`src/rtl/conv_output_collector_if.sv`:
```
// Result stream between the convolution datapath, the output collector and the host.
// The producer side carries a single-cycle pulse; the host side is valid/ready.
interface conv_output_collector_if #(
  parameter int unsigned DATA_WIDTH = 32
);
  logic                  in_valid;
  logic [DATA_WIDTH-1:0] in_data;
  logic [31:0]           in_x;
  logic [31:0]           in_y;
  logic [31:0]           in_ch;

  logic                  out_valid;
  logic                  out_ready;
  logic [DATA_WIDTH-1:0] out_data;
  logic [31:0]           out_x;
  logic [31:0]           out_y;
  logic [31:0]           out_ch;

  // Environment side: produces results and consumes the FIFO head.
  modport master (
    output in_valid, in_data, in_x, in_y, in_ch, out_ready,
    input  out_valid, out_data, out_x, out_y, out_ch
  );

  // Collector side.
  modport slave (
    input  in_valid, in_data, in_x, in_y, in_ch, out_ready,
    output out_valid, out_data, out_x, out_y, out_ch
  );
endinterface

```
`src/rtl/conv_output_collector.sv`:
```
// Buffers convolution results in a small FWFT FIFO, hands them to the host over valid/ready,
// flags dropped results and pulses done once every expected output has been delivered.
module conv_output_collector #(
  parameter int unsigned DATA_WIDTH         = 32,
  parameter int unsigned FIFO_DEPTH         = 8,
  parameter int unsigned LOG2_FIFO_DEPTH    = 3,
  parameter int unsigned FEATURE_MAP_WIDTH  = 1024,
  parameter int unsigned FEATURE_MAP_HEIGHT = 1024,
  parameter int unsigned OUTPUT_NB_CHANNELS = 64
) (
  input  logic                       clk,
  input  logic                       arst_n_in,
  input  logic                       start,
  conv_output_collector_if.slave     bus,
  output logic [LOG2_FIFO_DEPTH:0]   fifo_count,
  output logic                       overflow,
  output logic                       collecting,
  output logic                       done
);

  localparam logic [1:0] ST_IDLE    = 2'd0;
  localparam logic [1:0] ST_COLLECT = 2'd1;
  localparam logic [1:0] ST_DRAIN   = 2'd2;
  localparam logic [1:0] ST_DONE    = 2'd3;

  localparam int unsigned TOTAL_INT =
      FEATURE_MAP_WIDTH * FEATURE_MAP_HEIGHT * OUTPUT_NB_CHANNELS;
  localparam logic [31:0] TOTAL    = TOTAL_INT[31:0];
  localparam logic [31:0] LAST_IDX = TOTAL - 32'd1;

  typedef logic [LOG2_FIFO_DEPTH-1:0] ptr_t;
  typedef logic [LOG2_FIFO_DEPTH:0]   cnt_t;

  logic [1:0]  state_q, state_d;
  ptr_t        wr_ptr_q, wr_ptr_d;
  ptr_t        rd_ptr_q, rd_ptr_d;
  cnt_t        count_q, count_d;
  logic [31:0] received_q, received_d;
  logic        overflow_q, overflow_d;

  logic [DATA_WIDTH-1:0] mem_data [FIFO_DEPTH];
  logic [31:0]           mem_x    [FIFO_DEPTH];
  logic [31:0]           mem_y    [FIFO_DEPTH];
  logic [31:0]           mem_ch   [FIFO_DEPTH];

  logic active;
  logic full;
  logic pop;
  logic push;

  assign active = (state_q == ST_COLLECT) || (state_q == ST_DRAIN);
  // Depth is a power of two, so the count MSB alone marks a full FIFO.
  assign full   = count_q[LOG2_FIFO_DEPTH];

  assign bus.out_valid = active && (count_q != '0);
  assign pop           = bus.out_valid && bus.out_ready;
  assign push          = (state_q == ST_COLLECT) && bus.in_valid && (!full || pop);

  // Head is read straight from storage; zeroed whenever nothing valid is presented.
  always_comb begin
    bus.out_data = '0;
    bus.out_x    = '0;
    bus.out_y    = '0;
    bus.out_ch   = '0;
    if (bus.out_valid) begin
      bus.out_data = mem_data[rd_ptr_q];
      bus.out_x    = mem_x[rd_ptr_q];
      bus.out_y    = mem_y[rd_ptr_q];
      bus.out_ch   = mem_ch[rd_ptr_q];
    end
  end

  always_comb begin
    state_d    = state_q;
    wr_ptr_d   = wr_ptr_q;
    rd_ptr_d   = rd_ptr_q;
    count_d    = count_q;
    received_d = received_q;
    overflow_d = overflow_q;

    if (push) wr_ptr_d = wr_ptr_q + ptr_t'(1);
    if (pop)  rd_ptr_d = rd_ptr_q + ptr_t'(1);

    case ({push, pop})
      2'b10:   count_d = count_q + cnt_t'(1);
      2'b01:   count_d = count_q - cnt_t'(1);
      default: count_d = count_q;
    endcase

    case (state_q)
      ST_IDLE: begin
        if (start) begin
          state_d    = ST_COLLECT;
          wr_ptr_d   = '0;
          rd_ptr_d   = '0;
          count_d    = '0;
          received_d = '0;
          overflow_d = 1'b0;
        end
      end
      ST_COLLECT: begin
        if (bus.in_valid) begin
          // Dropped results still count so the run can complete.
          received_d = received_q + 32'd1;
          if (!push) overflow_d = 1'b1;
          if (received_q == LAST_IDX) state_d = ST_DRAIN;
        end
      end
      ST_DRAIN: begin
        if (bus.in_valid) overflow_d = 1'b1;
        if (count_d == '0) state_d = ST_DONE;
      end
      ST_DONE: state_d = ST_IDLE;
      default: state_d = ST_IDLE;
    endcase
  end

  always_ff @(posedge clk or negedge arst_n_in) begin
    if (!arst_n_in) begin
      state_q    <= ST_IDLE;
      wr_ptr_q   <= '0;
      rd_ptr_q   <= '0;
      count_q    <= '0;
      received_q <= '0;
      overflow_q <= 1'b0;
    end else begin
      state_q    <= state_d;
      wr_ptr_q   <= wr_ptr_d;
      rd_ptr_q   <= rd_ptr_d;
      count_q    <= count_d;
      received_q <= received_d;
      overflow_q <= overflow_d;
    end
  end

  always_ff @(posedge clk) begin
    if (push) begin
      mem_data[wr_ptr_q] <= bus.in_data;
      mem_x[wr_ptr_q]    <= bus.in_x;
      mem_y[wr_ptr_q]    <= bus.in_y;
      mem_ch[wr_ptr_q]   <= bus.in_ch;
    end
  end

  assign fifo_count = count_q;
  assign overflow   = overflow_q;
  assign collecting = active;
  assign done       = (state_q == ST_DONE);

endmodule

```
`src/flat_wrapper.sv`:
```
// flat-port wrapper written by rule: the top's interface ports become plain ports
module conv_output_collector_flat 
#(
  parameter int unsigned DATA_WIDTH         = 32,
  parameter int unsigned FIFO_DEPTH         = 8,
  parameter int unsigned LOG2_FIFO_DEPTH    = 3,
  parameter int unsigned FEATURE_MAP_WIDTH  = 1024,
  parameter int unsigned FEATURE_MAP_HEIGHT = 1024,
  parameter int unsigned OUTPUT_NB_CHANNELS = 64
)
  (clk, arst_n_in, start, fifo_count, overflow, collecting, done, bus_in_valid, bus_in_data, bus_in_x, bus_in_y, bus_in_ch, bus_out_ready, bus_out_valid, bus_out_data, bus_out_x, bus_out_y, bus_out_ch);
  conv_output_collector_if #(.DATA_WIDTH(DATA_WIDTH)) bus_i ();
  input  logic clk;
  input  logic arst_n_in;
  input  logic start;
  output logic [LOG2_FIFO_DEPTH:0] fifo_count;
  output logic overflow;
  output logic collecting;
  output logic done;
  input wire logic [$bits(bus_i.in_valid)-1:0] bus_in_valid;
  input wire logic [$bits(bus_i.in_data)-1:0] bus_in_data;
  input wire logic [$bits(bus_i.in_x)-1:0] bus_in_x;
  input wire logic [$bits(bus_i.in_y)-1:0] bus_in_y;
  input wire logic [$bits(bus_i.in_ch)-1:0] bus_in_ch;
  input wire logic [$bits(bus_i.out_ready)-1:0] bus_out_ready;
  output wire logic [$bits(bus_i.out_valid)-1:0] bus_out_valid;
  output wire logic [$bits(bus_i.out_data)-1:0] bus_out_data;
  output wire logic [$bits(bus_i.out_x)-1:0] bus_out_x;
  output wire logic [$bits(bus_i.out_y)-1:0] bus_out_y;
  output wire logic [$bits(bus_i.out_ch)-1:0] bus_out_ch;
  assign bus_i.in_valid = bus_in_valid;
  assign bus_i.in_data = bus_in_data;
  assign bus_i.in_x = bus_in_x;
  assign bus_i.in_y = bus_in_y;
  assign bus_i.in_ch = bus_in_ch;
  assign bus_i.out_ready = bus_out_ready;
  assign bus_out_valid = bus_i.out_valid;
  assign bus_out_data = bus_i.out_data;
  assign bus_out_x = bus_i.out_x;
  assign bus_out_y = bus_i.out_y;
  assign bus_out_ch = bus_i.out_ch;
  conv_output_collector #(.DATA_WIDTH(DATA_WIDTH), .FIFO_DEPTH(FIFO_DEPTH), .LOG2_FIFO_DEPTH(LOG2_FIFO_DEPTH), .FEATURE_MAP_WIDTH(FEATURE_MAP_WIDTH), .FEATURE_MAP_HEIGHT(FEATURE_MAP_HEIGHT), .OUTPUT_NB_CHANNELS(OUTPUT_NB_CHANNELS)) u_core (.clk(clk), .arst_n_in(arst_n_in), .start(start), .bus(bus_i), .fifo_count(fifo_count), .overflow(overflow), .collecting(collecting), .done(done));
endmodule
```
`config.mk`:
```
export PLATFORM = sky130hd
export DESIGN_NAME = conv_output_collector_flat
export DESIGN_NICKNAME = d
export VERILOG_FILES = /design/src/rtl/conv_output_collector_if.sv /design/src/rtl/conv_output_collector.sv /design/src/flat_wrapper.sv
export SDC_FILE = /design/constraint.sdc
export NUM_CORES = 1
export LEC_CHECK = 0
export BUFFER_PORTS_ARGS = -buffer_cell sky130_fd_sc_hd__buf_2
export CAP_MARGIN = 20
export CORE_UTILIZATION = 53
export DETAILED_ROUTE_END_ITERATION = 12
export GPL_TIMING_DRIVEN = 0
export PLACE_DENSITY = 0.86
export SYNTH_ARGS = -nofsm -noshare
export SYNTH_HDL_FRONTEND = slang
export SYNTH_SLANG_ARGS = --single-unit
```
`constraint.sdc`:
```
create_clock -name clk -period 16.1 [get_ports clk]
set_input_delay 0.805 -clock clk [delete_from_list [all_inputs] [get_ports clk]]
set_output_delay 0.805 -clock clk [all_outputs]
set_load 0.02 [all_outputs]
```
-- After elaboration in Yosys (flattened, before gate mapping)
Memory sizes are Yosys's and may differ from the RTL's.
Index checks and enable logic that the tools add are counted.
- $add $sub $neg: 5
- reduce and logical (&&, ||, !) cells: 15
- multiplexer cells: 28
- eq/ne operators: 12
- operator list (kind ; count):
    32-bit 2-to-1 mux ; 6
    32-bit case mux with 2 select lines ; 1
    32-bit by 1-bit adder with 32-bit output, second input constant ; 1
    32-bit by 26-bit == test with 1-bit output, second input constant ; 1
    3-bit 2-to-1 mux ; 6
    2-bit inequality test, second input constant ; 6
    2-bit 2-to-1 mux ; 4
    4-bit 2-to-1 mux ; 2
    2-bit case mux with 4 select lines ; 1
    4-bit case mux with 2 select lines ; 1
    3-bit by 1-bit adder with 3-bit output, second input constant ; 2
    2-bit == test, second input constant ; 3
    1-bit 2-to-1 mux ; 6
    5-bit AND reduction ; 1
    4-bit by 1-bit adder with 4-bit output, second input constant ; 1
    2-bit by 1-bit == test with 1-bit output, second input constant ; 2
    1-bit logical AND ; 4
    4-bit zero test ; 1
    4-bit AND reduction ; 1
    4-bit nonzero test ; 1
    4-bit by 1-bit subtractor with 4-bit output, second input constant ; 1
    1-bit case mux with 3 select lines ; 1
    3-bit AND reduction ; 1
    3-bit nonzero test ; 1
    4 further kinds ; 5
- word-level logic and storage cells: 70
- output and inout port bits: 136
- memory bits (writable): 1024
- flip-flop bits (word level): 45
- bits of input ports: 133
- memories kept: 4
- memory list (memory ; words ; bits a word ; read ports ; clocked after memory_dff ; wr ports ; line ; text):
    u_core.mem_ch ; 8 ; 32 ; 1 ; 0 ; 1 ; conv_output_collector.sv:44 ; logic [31:0] mem_ch [FIFO_DEPTH];
    u_core.mem_data ; 8 ; 32 ; 1 ; 0 ; 1 ; conv_output_collector.sv:41 ; logic [DATA_WIDTH-1:0] mem_data [FIFO_DEPTH];
    u_core.mem_x ; 8 ; 32 ; 1 ; 0 ; 1 ; conv_output_collector.sv:42 ; logic [31:0] mem_x [FIFO_DEPTH];
    u_core.mem_y ; 8 ; 32 ; 1 ; 0 ; 1 ; conv_output_collector.sv:43 ; logic [31:0] mem_y [FIFO_DEPTH];

-- Depth between registers and ports, before layout
- depth after elaboration: 11
- depth in mapped cells: 16
- gate-level depth less buffers: 15

-- Worst setup path after synthesis
OpenSTA, ideal clock, no wires.
- kind: register to register
- from: register u_core.state_q[0]
- to: memory u_core.mem_ch[1][0], enable pin
- setup time: 0.974 ns
- cell stages (with the launch flop): 9
- path buffers: 1
- required time: 15.126 ns
- arrival time: 14.562 ns
- setup slack: 0.563 ns
- clock period less this slack: 15.537 ns
- path through: dfrtp_1 inv_1 ha_1 nand2_1 nand2_1 and3_1 clkbuf_1 inv_1 nor4b_1
- cells in the longest elaborated chain, start to end: 8
- elaborated cells between the ends (all ways): 10
- classes of those cells: eq/ne (2); mux (2); reduce/logical (6)
- RTL lines (item ; line ; text):
    from (decl) ; conv_output_collector.sv:34 ; logic [1:0] state_q, state_d;
    from (signal assigned) ; conv_output_collector.sv:127 ; state_q <= state_d;
    2-bit by 1-bit == test with 1-bit output / 2-bit == test (equally long branches) ; conv_output_collector.sv:51 ; assign active = (state_q == ST_COLLECT) || (state_q == ST_DRAIN);
    1-bit logical OR * ; conv_output_collector.sv:51 ;
    via collecting ; flat_wrapper.sv:18 ; output logic collecting;
    1-bit logical AND * ; conv_output_collector.sv:55 ; assign bus.out_valid = active && (count_q != '0);
    1-bit logical AND * ; conv_output_collector.sv:56 ; assign pop = bus.out_valid && bus.out_ready;
    1-bit logical OR * ; conv_output_collector.sv:57 ; assign push = (state_q == ST_COLLECT) && bus.in_valid && (!full || pop);
    1-bit logical AND * ; conv_output_collector.sv:57 ;
    1-bit 2-to-1 mux * ; conv_output_collector.sv:137 ; if (push) begin
    1-bit 2-to-1 mux (implied by the code) * ; conv_output_collector.sv:141 ; mem_ch[wr_ptr_q] <= bus.in_ch;
    to (decl) ; conv_output_collector.sv:44 ;
Mark *: on every way through the listed nets, which the timed path passes. The rest lies on a longest branch.

-- Worst setup path in the final report
- from: register u_core.rd_ptr_q[1]
- to: output bus_out_data[2]
- cells in the longest elaborated chain, start to end: 2
- RTL lines (item ; line ; text):
    from (decl) ; conv_output_collector.sv:36 ; ptr_t rd_ptr_q, rd_ptr_d;
    from (signal assigned) ; conv_output_collector.sv:129 ; rd_ptr_q <= rd_ptr_d;
    memory read 8 x 32 bit ; n/a ;
    32-bit 2-to-1 mux ; conv_output_collector.sv:65 ; if (bus.out_valid) begin
    to (decl) ; flat_wrapper.sv:27 ; output wire logic [$bits(bus_i.out_data)-1:0] bus_out_data;
No other way between the ends.

==> impl_metrics.json <==
{
  "maxSlewHeadroom_pct": 26.0,
  "hp-class": "in2async",
  "grt_setup_unrepaired": "false",
  "seqPwrFrac_pct": 40.1,
  "avgSynthCellArea_sq_um": 21.6,
  "die-width_um": 281,
  "fin_crit_sh_pct": 29.4,
  "numCtsBuffers": 103,
  "endpoint_kind": "output port",
  "track_usage_pct": 24.8,
  "syn_inst": 1909,
  "p_comb_share_pct": 30.9,
  "grt_max_degree": 46,
  "sw_frac_of_total_pct": 32.4,
  "grt_pass1_vias": 22300,
  "final_common_cell": "edfxtp_1",
  "multi_input_area_sq_mm": 0.00895,
  "ys_warn_count": 0,
  "status": "complete, no violations",
  "fin_util_pct": 63.8,
  "start_kind": "flip-flop",
  "ys_types": 42,
  "async_flop_share_pct": 4.21,
  "via_count": 21600,
  "power.ir.vdd_worst_mv": 0.133,
  "post_cts_buffers": 0,
  "finalCriticalPeriod_ps": 4730,
  "clock_latency_ps": 680,
  "chipHeight_um": 281,
  "route.detailed.drc": 0,
  "ant_nets": 0,
  "max_freq_mhz": 211,
  "drt_first_iter_violations": 2436,
  "clock_path_buffers": 3,
  "io_pins": 269,
  "cts.sinks": 1069,
  "fillers": 4836,
  "slew_viol_final": 0,
  "ctsResizeCount": 0,
  "initial_core_util_pct": 53.9,
  "synth_seq_cells": 1069,
  "finalClockSkew_ps": 37.0,
  "power_uw": 8080,
  "setup-violations-final": 0,
  "hpwl_um": 64300,
  "grt_pass1_wl_um": 142000,
  "antenna_found_initial": 21,
  "clk_pin_slew_ps": 70,
  "crit_path_max_fanout": 10,
  "first_pass_iters": 6,
  "wl_per_cell_um": 27.3,
  "final_cells": 3554,
  "core_area_sq_mm": 0.0765,
  "arrival_ps": 3930,
  "synth_enable_flop_cells": 1024,
  "final_nets": 2570,
  "max-cap-violations": 0,
  "placed_cell_area_sq_mm": 0.0454,
  "vias_per_cell": 6.06,
  "yosysTopAreaCell": "edfxtp_1",
  "pwr_density_cell_mw_per_mm2": 166,
  "syn_to_final_growth_pct": 18.2,
  "cts.htree.levels": 3,
  "port_buffers": 268,
  "die_area_sq_mm": 0.0789,
  "synth_area_sq_mm": 0.0412,
  "worstMarginPinSlew_ps": 1110,
  "hold_violations": 0,
  "critPathRequiredTime_ps": 15290,
  "gr-total-overflow": 0,
  "root_buffer": "clkbuf_16",
  "dp_cells": 3350,
  "ff2ff_path_depth": 14,
  "syn_nets": 2052,
  "synthFlopType": "edfxtp_1",
  "num_rows": 101,
  "layout-drive-gt1-share_pct": 34.0,
  "clkPwrFrac_pct": 29.0,
  "most-common-layout-cells": "edfxtp_1 (1024), buf_2 (294), mux4_2 (256)",
  "synthTopCellsByArea": "edfxtp_1 (75%), mux4_2 (14%), mux2i_1 (3.2%), dfrtp_1 (2.7%), nor2_1 (1.5%)",
  "final_area_sq_mm": 0.0487,
  "intPower_uw": 5450,
  "place_congestion": 0.768,
  "p_leak_uw": 0.0162,
  "yosysSeqAreaShare_pct": 77.3,
  "drt-total-wl_um": 97000,
  "synth_top_area_share_pct": 74.6,
  "seqCellArea_sq_mm": 0.0319,
  "switchingPower_uw": 2620,
  "worst-setup-path-type": "reg2out",
  "hold_buffers": 0,
  "cts_tree": "built"
}
==> per-stage QoR <==
step | setup slack (ps) | hold WS (ps) | TNS (ps)
2_1_floorplan | 563 | 505 | 0
3_3_place_gp | -13470 | 493 | -7247640
3_5_place_dp | 11630 | 505 | 0
4_1_cts | 11320 | 297 | 0
5_1_grt | 11270 | 11.6 | 0
6_report | 11370 | 10.4 | 0
==> cell usage after synthesis (2+ instances only) <==
library cell     n
nand2_1         29
xnor2_1         15
nor3b_1          2
a21oi_1         12
ha_1            10
mux2_2           2
nor2_1         166
o21ai_0         14
and2_1           2
clkbuf_1        51
inv_1           15
nor4_1           4
and4_1           2
a22o_1           2
nand4_1          6
mux4_2         256
and3_1           3
buf_2           26
a31oi_1          2
or3_1           10
nor3_1          11
nor4b_1          2
dfrtp_1         45
nor4_2           3
edfxtp_1      1024
nand3_1         11
nand2b_1         3
nor2b_1          5
mux2i_1        130
buf_1           20
xor2_1          14
nor4_4           2
==> state kept, by name, summed over array words and instances (netlist names) <==
name / flops
u_core.overflow: 1
u_core.mem_ch: 256
u_core.wr_ptr_q: 3
u_core.mem_y: 256
u_core.mem_x: 256
u_core.fifo_count: 4
u_core.mem_data: 256
u_core.received_q: 32
u_core.rd_ptr_q: 3
u_core.state_q: 2
==> power by group through the flow <==
stage | clock [uW] | sequential, uW | combinational [uW]
final | 2340 | 3240 | 2490
after floorplan | 0 | 3340 | 1610
after global routing | 2470 | 3250 | 2650
after CTS | 2370 | 3240 | 2520
after global placement | 0 | 3400 | 2370
after detailed placement | 0 | 3290 | 2490
==> final cells by class <==
type	count	area share, %
diodes	10	0.0513
plain buffers	97	0.816
clock buffers	126	5.46
clock inverters	66	1.32
inverters	15	0.116
multi-input cells	728	18.4
flip-flops and latches	1069	65.4
well taps	1030	2.64
repair buffers	413	5.83
==> layer usage <==
| layer | vias up | track usage (%) | wire [um] |
|---|---|---|---|
| met1 | 11300 | 32.9 | 36900 |
| met3 | 192 | 4.53 | 7950 |
| li1 | 8887 | - | - |
| met2 | 1175 | 41.3 | 49200 |
| met5 | - | 0 | 101 |
| met4 | 18 | 9.16 | 2830 |
==> kinds of logic after synthesis <==
group	after synthesis	share of synthesized area, %
AND/OR/NAND/NOR	266	2.98
AO/OA/AOI/OAI	34	0.470
flip-flops	1069	77.3
multiplexers	389	17.2
buffers and inverters	112	1.10
adder cells (fa/ha/maj)	10	0.303
XOR/XNOR	29	0.616
==> worst max-delay path, stage by stage (launching register included) <==
cell	delay, ps
dfrtp_1	360
clkbuf_1	240
clkbuf_1	840
clkbuf_1	820
mux4_2	430
mux2i_1	300
nor2_1	80
buf_2	170
==> worst paths after layout <==
kind	startpoint	slack (ps)	to
setup / recovery	u_core.rd_ptr_q[1]	11370	bus_out_data[2]
hold / removal	arst_n_in	10	u_core.state_q[0]
setup reg to reg	u_core.fifo_count[1]	11750	u_core.state_q[1]
hold reg to reg	u_core.overflow	510	u_core.overflow
max in group asynchronous	arst_n_in	15600	u_core.received_q[2]
min in group clk	bus_in_ch[2]	390	u_core.mem_ch[6][2]
Power figures use the tool's default switching activity.
